--- config.mk ---
export PLATFORM = sky130hd
export DESIGN_NAME = redmule_mesh_sync_ctrl
export DESIGN_NICKNAME = d
export VERILOG_FILES = /design/src/rtl/redmule_mesh_sync_ctrl.sv
export SDC_FILE = /design/constraint.sdc
export NUM_CORES = 1
export LEC_CHECK = 0
export BUFFER_PORTS_ARGS = -buffer_cell sky130_fd_sc_hd__buf_2
export CAP_MARGIN = 30
export CORE_MARGIN = 1
export CORE_UTILIZATION = 25
export DETAILED_ROUTE_END_ITERATION = 16
export RECOVER_POWER = 50
export SETUP_SLACK_MARGIN = 0.2
export SYNTH_ARGS = -nofsm -noshare
export SYNTH_HDL_FRONTEND = slang
export SYNTH_SLANG_ARGS = --single-unit
--- constraint.sdc ---
create_clock -name clk_i -period 3.65 [get_ports clk_i]
set_input_delay 0.365 -clock clk_i [delete_from_list [all_inputs] [get_ports clk_i]]
set_output_delay 0.365 -clock clk_i [all_outputs]
set_load 0.02 [all_outputs]
--- src/rtl/redmule_mesh_sync_ctrl.sv ---
// Mesh-level launch and barrier controller for the RedMulE tile array.
// Raises tile_enable for the participating tiles, staggers fetch_enable one
// tile at a time, then watches core_sleep for global barriers. Each barrier
// either pulses wu_wfe to release the cores or, after the requested number
// of wake-ups, completes the run. A per-RUN cycle counter bounds how long
// the mesh may go without reaching a barrier.
module redmule_mesh_sync_ctrl #(
  parameter int unsigned N_TILES        = 4,
  parameter int unsigned STAGGER_CYCLES = 2,
  parameter int unsigned WAKE_GUARD     = 2,
  parameter int unsigned TIMEOUT_W      = 16
) (
  input  logic                 clk_i,
  input  logic                 rst_i,
  input  logic                 start_i,
  input  logic                 abort_i,
  input  logic [N_TILES-1:0]   tile_mask_i,
  input  logic [15:0]          num_barriers_i,
  input  logic [TIMEOUT_W-1:0] timeout_i,
  input  logic [N_TILES-1:0]   core_sleep_i,
  output logic [N_TILES-1:0]   tile_enable_o,
  output logic [N_TILES-1:0]   fetch_enable_o,
  output logic [N_TILES-1:0]   wu_wfe_o,
  output logic                 busy_o,
  output logic                 done_o,
  output logic                 timeout_o,
  output logic [15:0]          barrier_count_o
);

  // One down-counter is shared by the launch stagger and the wake guard.
  localparam int unsigned STEP_MAX = (STAGGER_CYCLES > WAKE_GUARD) ? STAGGER_CYCLES : WAKE_GUARD;
  localparam int unsigned STEP_W   = (STEP_MAX > 1) ? $clog2(STEP_MAX) : 1;
  localparam logic [STEP_W-1:0] STAGGER_RELOAD = STEP_W'(STAGGER_CYCLES - 1);
  localparam logic [STEP_W-1:0] GUARD_RELOAD   = STEP_W'((WAKE_GUARD > 0) ? WAKE_GUARD - 1 : 0);

  typedef enum logic [2:0] {
    ST_IDLE,
    ST_ENABLE,
    ST_LAUNCH,
    ST_RUN,
    ST_WAKE,
    ST_GUARD
  } state_e;

  state_e               state_q;
  logic [N_TILES-1:0]   mask_q;
  logic [15:0]          num_barriers_q;
  logic [TIMEOUT_W-1:0] timeout_q;
  logic [TIMEOUT_W-1:0] run_cnt_q;
  logic [STEP_W-1:0]    step_cnt_q;
  logic                 sleep_prev_q;

  logic                 all_sleep;
  logic                 barrier;
  logic [N_TILES-1:0]   pending;
  logic [N_TILES-1:0]   next_bit;
  logic [TIMEOUT_W-1:0] run_cnt_inc;
  logic                 timeout_hit;
  logic [15:0]          barrier_count_inc;

  // Barrier = every participating core asleep on two consecutive RUN cycles.
  assign all_sleep = ((core_sleep_i & mask_q) == mask_q);
  assign barrier   = all_sleep && sleep_prev_q;

  // Lowest participating tile whose fetch_enable is not yet raised.
  assign pending  = mask_q & ~fetch_enable_o;
  assign next_bit = pending & (~pending + N_TILES'(1));

  // run_cnt_inc counts the current RUN cycle, so a timeout of T commits on
  // the T-th RUN cycle and the enables drop one cycle after timeout_o rises.
  assign run_cnt_inc       = (run_cnt_q == '1) ? run_cnt_q : run_cnt_q + TIMEOUT_W'(1);
  assign timeout_hit       = (timeout_q != '0) && (run_cnt_inc == timeout_q);
  assign barrier_count_inc = (barrier_count_o == 16'hFFFF) ? barrier_count_o
                                                           : barrier_count_o + 16'd1;

  // Launch/barrier sequencer with all outputs registered.
  // NOTE: every register here is assigned with <= so all of them update from
  // the same pre-edge values, regardless of statement order.
  always_ff @(posedge clk_i or posedge rst_i) begin
    if (rst_i) begin
      state_q         <= ST_IDLE;
      mask_q          <= '0;
      num_barriers_q  <= '0;
      timeout_q       <= '0;
      run_cnt_q       <= '0;
      step_cnt_q      <= '0;
      sleep_prev_q    <= 1'b0;
      tile_enable_o   <= '0;
      fetch_enable_o  <= '0;
      wu_wfe_o        <= '0;
      busy_o          <= 1'b0;
      done_o          <= 1'b0;
      timeout_o       <= 1'b0;
      barrier_count_o <= '0;
    end else begin
      // NOTE: the pulse outputs default low every cycle, so only the branch
      // that wants a pulse has to mention them.
      wu_wfe_o <= '0;
      done_o   <= 1'b0;

      if (abort_i && (state_q != ST_IDLE)) begin
        state_q        <= ST_IDLE;
        tile_enable_o  <= '0;
        fetch_enable_o <= '0;
        busy_o         <= 1'b0;
        sleep_prev_q   <= 1'b0;
      end else begin
        case (state_q)
          ST_IDLE: begin
            // busy_o stays high through a completion pulse and drops here.
            busy_o <= 1'b0;
            if (start_i) begin
              mask_q          <= tile_mask_i;
              num_barriers_q  <= num_barriers_i;
              timeout_q       <= timeout_i;
              timeout_o       <= 1'b0;
              barrier_count_o <= '0;
              if (tile_mask_i == '0) begin
                done_o <= 1'b1;
              end else begin
                state_q       <= ST_ENABLE;
                tile_enable_o <= tile_mask_i;
                busy_o        <= 1'b1;
              end
            end
          end

          ST_ENABLE: begin
            fetch_enable_o <= fetch_enable_o | next_bit;
            step_cnt_q     <= STAGGER_RELOAD;
            state_q        <= ST_LAUNCH;
          end

          ST_LAUNCH: begin
            sleep_prev_q <= 1'b0;
            if (pending == '0) begin
              state_q   <= ST_RUN;
              run_cnt_q <= '0;
            end else if (step_cnt_q == '0) begin
              fetch_enable_o <= fetch_enable_o | next_bit;
              step_cnt_q     <= STAGGER_RELOAD;
            end else begin
              step_cnt_q <= step_cnt_q - STEP_W'(1);
            end
          end

          ST_RUN: begin
            run_cnt_q    <= run_cnt_inc;
            sleep_prev_q <= all_sleep;
            if (timeout_o) begin
              // Timeout committed last cycle: shut the mesh down now.
              state_q        <= ST_IDLE;
              tile_enable_o  <= '0;
              fetch_enable_o <= '0;
              busy_o         <= 1'b0;
            end else if (barrier) begin
              if (barrier_count_o == num_barriers_q) begin
                state_q        <= ST_IDLE;
                tile_enable_o  <= '0;
                fetch_enable_o <= '0;
                done_o         <= 1'b1;
              end else begin
                state_q         <= ST_WAKE;
                wu_wfe_o        <= mask_q;
                barrier_count_o <= barrier_count_inc;
              end
            end else if (timeout_hit) begin
              timeout_o <= 1'b1;
            end
          end

          ST_WAKE: begin
            sleep_prev_q <= 1'b0;
            if (WAKE_GUARD == 0) begin
              state_q   <= ST_RUN;
              run_cnt_q <= '0;
            end else begin
              state_q    <= ST_GUARD;
              step_cnt_q <= GUARD_RELOAD;
            end
          end

          ST_GUARD: begin
            // Cores are still waking up; their sleep status is meaningless.
            sleep_prev_q <= 1'b0;
            if (step_cnt_q == '0) begin
              state_q   <= ST_RUN;
              run_cnt_q <= '0;
            end else begin
              step_cnt_q <= step_cnt_q - STEP_W'(1);
            end
          end

          default: state_q <= ST_IDLE;
        endcase
      end
    end
  end

endmodule

==> results of run 1 <==
-- metrics by stage --
step / total power, mW / utilization (%) / cells / hold slack (ps)
3_3_place_gp: 3.05 / 29.2 / 877 / 483
4_1_cts: 4.11 / 30.9 / 893 / 119
2_1_floorplan: 2.64 / - / 565 / 467
6_report: 4.06 / 30.8 / 893 / 198
5_1_grt: 4.35 / 30.8 / 893 / 203
3_5_place_dp: 3.07 / 29.2 / 877 / 484
-- power breakdown --
| part | switching (mW) | internal (mW) | total, mW |
|---|---|---|---|
| clock | 0.415 | 0.608 | 1.02 |
| combinational | 0.785 | 0.573 | 1.36 |
| sequential | 0.394 | 1.28 | 1.68 |
| total | 1.59 | 2.46 | 4.06 |
-- cells in the final DEF, fill, tap and decap left out, types with 4 or more instances in the layout --
cell	count
o2111ai_1	7
o21ai_0	38
nor2b_1	9
nor2_1	46
o22ai_1	5
xor2_1	17
a21oi_1	16
and2_1	12
nor3_1	7
clkbuf_16	9
nand2_1	125
a22o_1	9
xnor2_1	32
and3_1	8
o31ai_1	8
nand4_1	14
mux2i_1	5
buf_4	7
a31oi_1	7
and4_1	4
clkbuf_1	18
nand3_1	13
inv_1	9
dfrtp_1	88
nor4_1	8
nand2b_1	4
o211ai_1	6
buf_2	58
-- cells by family after synthesis --
group / count (synthesis)
AOI/OAI and AO/OA: 116
adders and majority gates: 2
and+or+nand+nor: 264
DFF: 88
buffers and inverters: 41
xor gates and xnor gates: 49
muxes: 5
-- how the worst max path moves through the flow --
stage | start | to | slack [ps] | depth (start not counted)
after detailed placement | run_cnt_q[1] | timeout_o | 650 | 8
after global routing | run_cnt_q[0] | timeout_o | 390 | 8
after floorplan | run_cnt_q[0] | timeout_o | 970 | 10
after global placement | run_cnt_q[0] | timeout_o | 690 | 8
final | run_cnt_q[1] | timeout_o | 600 | 8
after CTS | run_cnt_q[1] | timeout_o | 620 | 8
-- area by class of cell --
cell class,instances,area (µm²),share of cell area [%]
flip-flops and latches,88,2200,37.8
clock inverters,7,101,1.74
inverters,10,38.8,0.665
well taps,260,325,5.58
repair buffers,83,410,7.04
clock buffers,9,225,3.86
multi-input cells,436,2530,43.4
-- state kept, by name, indices dropped and copies added, names as in the netlist, 3 cells and up --
register / cells
barrier_count_o: 16
timeout_q: 16
num_barriers_q: 16
wu_wfe_o: 4
mask_q: 4
tile_enable_o: 4
run_cnt_q: 16
state_q: 3
fetch_enable_o: 4
-- worst max-delay path, delay by kind of cell, from the launching register on --
family | cells | cell delay [ps]
DFF | 1 | 470
and+or+nand+nor | 3 | 1030
AOI/OAI and AO/OA | 3 | 900
adders and majority gates | 1 | 390
xor gates and xnor gates | 1 | 150
-- per-layer routing --
layer  vias up  global-route usage, %  part of all wire [%]  wire (µm)
li1       2105                      -                     -          -
met1      1999                   18.5                    50       6340
met2        85                   20.5                    45       5760
met3        23                   1.92                   2.9        371
met4         0                   6.85                   2.6        329
met5         -                      0                     0          0
==> impl_metrics.ini, run 1 <==
[status]
outcome = complete, but fails checks
violations = max-capacitance violations, max-slew violations

[floorplan]
floorplan.initialDensity_pct = 25.8
fp.dieH_um = 142
num_rows = 50
core_mm2 = 0.0190
die_w_um = 142
dieArea_mm2 = 0.0201
io-pin-count = 75

[logic_synthesis]
synth_top_family_by_area = simple AND/OR/NAND/NOR gates
ys_seq_area_share_pct = 45.0
synth_seq_cells = 88
synthArstFlopShare_pct = 100
synth_fa_ha_area_share_pct = 0.512
synthCells = 565
yosysTopAreaCellShare_pct = 45.0
yosysTopAreaCell = dfrtp_1
synthXorXnorAreaFrac_pct = 8.78
synth_most_common_cell = nand2_1
synth-simple-area-share_pct = 25.1
synth_nets = 611
synthTopCellsByArea = dfrtp_1 (45%), nand2_1 (9.6%), xnor2_1 (5.7%), o21ai_0 (3.9%), nor2_1 (3.6%)
syn_area_mm2 = 0.00489
synth-main-ff-cell = dfrtp_1
muxShareOfSynthArea_pct = 1.02
ys_top_cells_by_count = nand2_1 (125), dfrtp_1 (88), nor2_1 (47)
avgSynthCellArea_um2 = 8.65
synth_compound_area_share_pct = 16.0
ys_warn_count = 0
synth_edf_count = 0
synth_cell_type_count = 53

[finish]
nets = 674
fin_area_mm2 = 0.00583
nFillCells = 2015
drive_gt1_share_pct = 14.5
antenna_cells = 0
syn2layout_area_growth_pct = 19.3

[routing]
wl_per_cell_um = 14.3
drc = 0
drt_iter0_markers = 206
firstDrtPassIters = 5
wl_um = 12800
ant_nets = 0
viasPerCell = 4.72
routed-via-count = 4212

[setup_path]
rr_worst_depth = 8
crit_path_top_delay_cell = or4_4
r2r_end = timeout_o
cp.arrival_ps = 3300
r2r_start = run_cnt_q[1]
r2r_slack_ps = 600
start_kind = flop
crit_path_max_fanout = 22
cp_slowest_stage_delay_ps = 590
worstPathRequired_ps = 3900
path_cells = ha_1 -> nand4_1 -> or4_4 -> and3_1 -> xnor2_1 -> a2111oi_2 -> o2111ai_1 -> o41ai_2
endpoint_kind = flop
path_class = reg2reg

[cts]
clock_latency_ps = 360
cts.sinks = 88
cts_made_buffers = 9
cts_tree = yes
cts_resized = 0
cts_setup_buffers = 0
cts_root_buffer = clkbuf_16
cts_max_level = 3
cts_buffer_depth = 2
clk_pin_slew_ps = 70
hold_buffers = 0

[min_path]
hold_path.class = in2reg
hold_start = num_barriers_i[7]
hold_path_depth = 3
whs_endpoint = num_barriers_q[7]

[sta]
post-route-worst-setup-slack_ps = 600
slew_viol_final = 68
fin_skew_ps = 10.5
slew_headroom_pct = -18.4
fin_crit_ps = 3050
fin_crit_sh_pct = 83.6
fmax_mhz = 328
rsz0062_at_grt = no
final_hold_viol_count = 0
tightest_slew_ps = 1770
setup_viol = 0
fin_setup_tns_ps = 0

[global_routing]
antenna_found_initial = 0
grt_usage_pct = 13.5
grt_max_degree = 40
gr-total-overflow = 0
grt_pass1_vias = 4038
grt_pass1_wl_um = 21200

[pwr]
ir_drop_mv = 0.255
p_leak_nw = 2.59
p_per_area_mw_per_mm2 = 696

[place]
place_ws_ps = 649
port_buffers = 74
hpwl_um = 9180
place_area_mm2 = 0.00553
place.gp.congestion = 0.915

[job]
maxCapViolations = 2
No activity file was read; power rests on OpenSTA's default activity.
==> inputs of run 2 (changes only) <==
- clock period: 3.65 -> 2.45 ns (I/O delays scaled with it)
==> impl_metrics.ini, run 2 (same netlist as run 1, synthesis figures left out) <==
[pwr]
p_seq_share_pct = 35.0
clkPwrFrac_pct = 24.8
p_sw_mw = 2.58
power_switching_share_pct = 38.3
comb_power_share_pct = 40.2
ir_drop_mv = 0.522
p_total_mw = 6.72
internal_power_mw = 4.15
p_per_area_mw_per_mm2 = 1010
p_leak_nw = 3.02

[setup_path]
endpoint_kind = flop
worstPathRequired_ps = 2710
path_class = reg2reg
r2r_start = run_cnt_q[0]
start_kind = flop
r2r_slack_ps = -80
crit_path_max_fanout = 5
r2r_end = timeout_o
cp.arrival_ps = 2790
rr_worst_depth = 8

[cts]
cts_max_level = 3
cts.sinks = 88
cts_buffer_depth = 2
hold_buffers = 0
cts_made_buffers = 9
cts_root_buffer = clkbuf_16
cts_tree = yes
clk_pin_slew_ps = 70
clock_latency_ps = 360

[place]
dp.cells = 933
hpwl_um = 10000
port_buffers = 74
place_ws_ps = -144
place.gp.congestion = 0.870
place_area_mm2 = 0.00599

[routing]
routed-via-count = 4582
drt_iter0_markers = 249
wl_um = 13900
firstDrtPassIters = 5
drc = 0
wl_per_cell_um = 14.4
ant_nets = 0
viasPerCell = 4.75

[finish]
final_util_pct = 35.0
syn2layout_area_growth_pct = 35.6
stdcell_count = 965
drive_gt1_share_pct = 26.1
fin_area_mm2 = 0.00663
nets = 746
layout_common_cells = nand2_1 (125), dfrtp_1 (87), buf_4 (72), buf_2 (59), nor2_1 (46)
antenna_cells = 0
final_common_cell = nand2_1
nFillCells = 1960

[floorplan]
fp.dieH_um = 142
core_mm2 = 0.0190
die_w_um = 142
dieArea_mm2 = 0.0201
floorplan.initialDensity_pct = 25.8
io-pin-count = 75
num_rows = 50

[sta]
rsz0062_at_grt = yes
hold_slack_ps = 76.6
post-route-worst-setup-slack_ps = -79.5
fin_skew_ps = 12.6
tightest_slew_ps = 1320
slew_viol_final = 0
setup_viol = 1
final_hold_viol_count = 0
fin_crit_ps = 2530
fin_crit_sh_pct = 103
slew_headroom_pct = 11.2
fin_setup_tns_ps = -79.5
fmax_mhz = 395

[status]
outcome = complete, but fails checks
violations = negative setup slack

[min_path]
hold_start = num_barriers_i[6]
hold_path_depth = 3
whs_endpoint = num_barriers_q[6]
hold_path.class = in2reg

[global_routing]
antenna_found_initial = 0
grt_usage_pct = 14.5
gr-total-overflow = 0
grt_pass1_vias = 4449
grt_max_degree = 37
grt_pass1_wl_um = 22800

[job]
maxCapViolations = 0
==> run 2: changes by cell type in the layout (fill, tap and decap cells not counted), moves of 5 or more <==
cell     delta
buf_4      +65
o21ai_0     -8
xnor2_1     -5
buf_6       +5
o21ai_1     +6
==> run 2: power by group through the flow <==
| stage | clock network, mW | logic, mW | registers (mW) |
|---|---|---|---|
| after floorplan | 0 | 1.60 | 2.37 |
| after global placement | 0 | 2.50 | 2.34 |
| after detailed placement | 0 | 2.53 | 2.34 |
| after CTS | 1.70 | 2.60 | 2.32 |
| after global routing | 1.75 | 3.01 | 2.43 |
| final | 1.67 | 2.70 | 2.35 |
==> run 2: worst max path at each step <==
stage	start	to	slack [ps]	depth (start not counted)
final	run_cnt_q[0]	timeout_o	-80	8
after global routing	run_cnt_q[1]	timeout_o	-180	8
after CTS	run_cnt_q[0]	timeout_o	-130	8
after detailed placement	run_cnt_q[0]	timeout_o	-140	8
after global placement	mask_q[1]	barrier_count_o[4]	-320	8
after floorplan	run_cnt_q[0]	timeout_o	-100	9
==> run 2: final cells by class <==
class | count | area [µm²] | area share (%)
Clock buffer | 9 | 225 | 3.40
Timing Repair Buffer | 154 | 961 | 14.5
Inverter | 10 | 38.8 | 0.585
Sequential cell | 88 | 2200 | 33.3
Clock inverter | 7 | 135 | 2.04
Multi-Input combinational cell | 437 | 2740 | 41.3
Tap cell | 260 | 325 | 4.91
==> run 2: per-layer routing <==
layer  vias up  GRT usage (%)  wire (µm)
met5         -              0          0
met4         0           5.77        300
met3        21           2.63        565
met2       107           23.1       6520
met1      2202           19.3       6460
li1       2252              -          -
==> run 2: critical path, cell delays in order (launching register included) <==
cell       delay (ps)
dfrtp_1           370
ha_2              180
nand4_1           130
or4_4             560
and3_4            200
xnor2_4           130
a2111oi_4         330
o2111ai_2         180
o41ai_2           350
==> run 2: repair_timing <==
item,CTS,global route
gates cloned,1,0
gates resized for setup,6,33
hold endpoints to repair,0,0
endpoints found under the setup margin,18,29
setup buffers,3,12
pin swaps,8,18
==> inputs of run 3 (changes only) <==
--- a/config.mk
+++ b/config.mk
@@ -10,4 +10,5 @@
 export CORE_MARGIN = 1
 export CORE_UTILIZATION = 25
+export CTS_CLUSTER_DIAMETER = 150
 export DETAILED_ROUTE_END_ITERATION = 16
 export RECOVER_POWER = 50
==> constraint.sdc (replaced) <==
create_clock -name clk_i -period 2.45 [get_ports clk_i]
set_input_delay 0 -clock clk_i [delete_from_list [all_inputs] [get_ports clk_i]]
set_output_delay 0 -clock clk_i [all_outputs]
set_load 0.02 [all_outputs]
==> impl_metrics.ini, run 3 (same netlist as run 1, synthesis figures left out) <==
[cts]
cts_buffer_depth = 2
clock_latency_ps = 360
cts_tree = yes
cts_root_buffer = clkbuf_16
cts_made_buffers = 9
clk_pin_slew_ps = 80
cts.sinks = 88
cts_max_level = 3

[pwr]
ir_drop_mv = 0.377
p_per_area_mw_per_mm2 = 943
internal_power_mw = 3.87
comb_power_share_pct = 42.4
p_leak_nw = 3.10
p_sw_mw = 2.60
p_total_mw = 6.48
p_seq_share_pct = 36.4
clkPwrFrac_pct = 21.1
power_switching_share_pct = 40.2

[sta]
fin_setup_tns_ps = -105
rsz0062_at_grt = yes
fin_skew_ps = 11.4
tightest_slew_ps = 934
post-route-worst-setup-slack_ps = -105
final_hold_viol_count = 0
fmax_mhz = 391
fin_crit_sh_pct = 104
fin_crit_ps = 2560
setup_viol = 1
slew_viol_final = 0
hold_slack_ps = 52.4
slew_headroom_pct = 37.4

[setup_path]
start_kind = flop
path_class = reg2reg
cp_top_family = compound AO/OA/AOI/OAI gates
worstPathRequired_ps = 2710
cp_slowest_stage_delay_ps = 550
crit_path_top_delay_cell = or4_4
crit_path_max_fanout = 5
endpoint_kind = flop
cp.arrival_ps = 2810
path_cells = ha_2 -> nand4_1 -> or4_4 -> buf_4 -> and3_1 -> a2111oi_2 -> o2111ai_2 -> o41ai_2
critPathBufInv = 1

[finish]
nFillCells = 1967
stdcell_count = 1000
antenna_cells = 0
final_common_cell = nand2_1
syn2layout_area_growth_pct = 40.6
layout_common_cells = nand2_1 (125), dfrtp_1 (87), buf_4 (73), buf_2 (51), nor2_1 (46)
nets = 781
drive_gt1_share_pct = 24.1

[routing]
drt_iter0_markers = 224
viasPerCell = 4.69
wl_per_cell_um = 14.4
routed-via-count = 4693
firstDrtPassIters = 4
ant_nets = 0
drc = 0
wl_um = 14400

[global_routing]
gr-total-overflow = 0
antenna_found_initial = 0
grt_pass1_wl_um = 23400
grt_usage_pct = 14.9
grt_max_degree = 37
grt_pass1_vias = 4562

[place]
place.gp.congestion = 0.835
place_ws_ps = -114
hpwl_um = 9990
port_buffers = 74
dp.cells = 933

[min_path]
hold_path.class = in2reg

[floorplan]
floorplan.initialDensity_pct = 25.8
num_rows = 50
die_w_um = 142
core_mm2 = 0.0190
io-pin-count = 75
dieArea_mm2 = 0.0201
fp.dieH_um = 142

[job]
maxCapViolations = 0

[status]
outcome = complete, but fails checks
violations = negative setup slack
run 3: worst paths after layout:
path	endpoint	startpoint	cells past startpoint	slack, ps
min in group asynchronous	timeout_q[10]	rst_i	3	340
max in group asynchronous	barrier_count_o[8]	rst_i	4	710
max	timeout_o	run_cnt_q[1]	8	-110
min	sleep_prev_q	abort_i	2	50
max reg2reg	timeout_o	run_cnt_q[1]	8	-110
min reg2reg	num_barriers_q[12]	num_barriers_q[12]	2	500
run 3: metrics by stage:
| step | instance area (µm²) | utilization, % |
|---|---|---|
| final | 6870 | 36.3 |
| after global routing | 6870 | 36.3 |
| after global placement | 5970 | 31.5 |
| after CTS | 6690 | 35.3 |
| after floorplan | 4930 | - |
| after detailed placement | 5980 | 31.5 |
run 3: area by class of cell:
cell class	instances	area (µm²)	area share (%)
inverters	10	38.8	0.564
clock inverters	7	63.8	0.929
repair buffers	190	1320	19.3
flip-flops and latches	88	2200	32.1
multi-input cells	436	2690	39.2
clock buffers	9	225	3.28
well taps	260	325	4.73
run 3: per-layer routing:
| metal | GRT usage, % | part of all wire [%] | vias up |
|---|---|---|---|
| met5 | 0 | 0 | - |
| met4 | 6.96 | 2.1 | 0 |
| met3 | 2.19 | 2.8 | 18 |
| met2 | 24.3 | 48 | 96 |
| met1 | 19.6 | 47 | 2261 |
| li1 | - | - | 2318 |
run 3: repair_timing:
item	in CTS	in global routing
pin swaps	3	16
setup endpoints to repair	22	26
gates resized for setup	8	28
hold buffers	37	0
hold endpoints to repair	58	0
buffers inserted	2	12
run 3: power groups by stage:
stage	clock, mW	combinational [mW]	sequential (mW)
finish	1.37	2.75	2.36
global route	1.46	3.07	2.42
CTS	1.40	2.60	2.33
detailed placement	0	2.51	2.35
global placement	0	2.47	2.35
floorplan	0	1.60	2.37
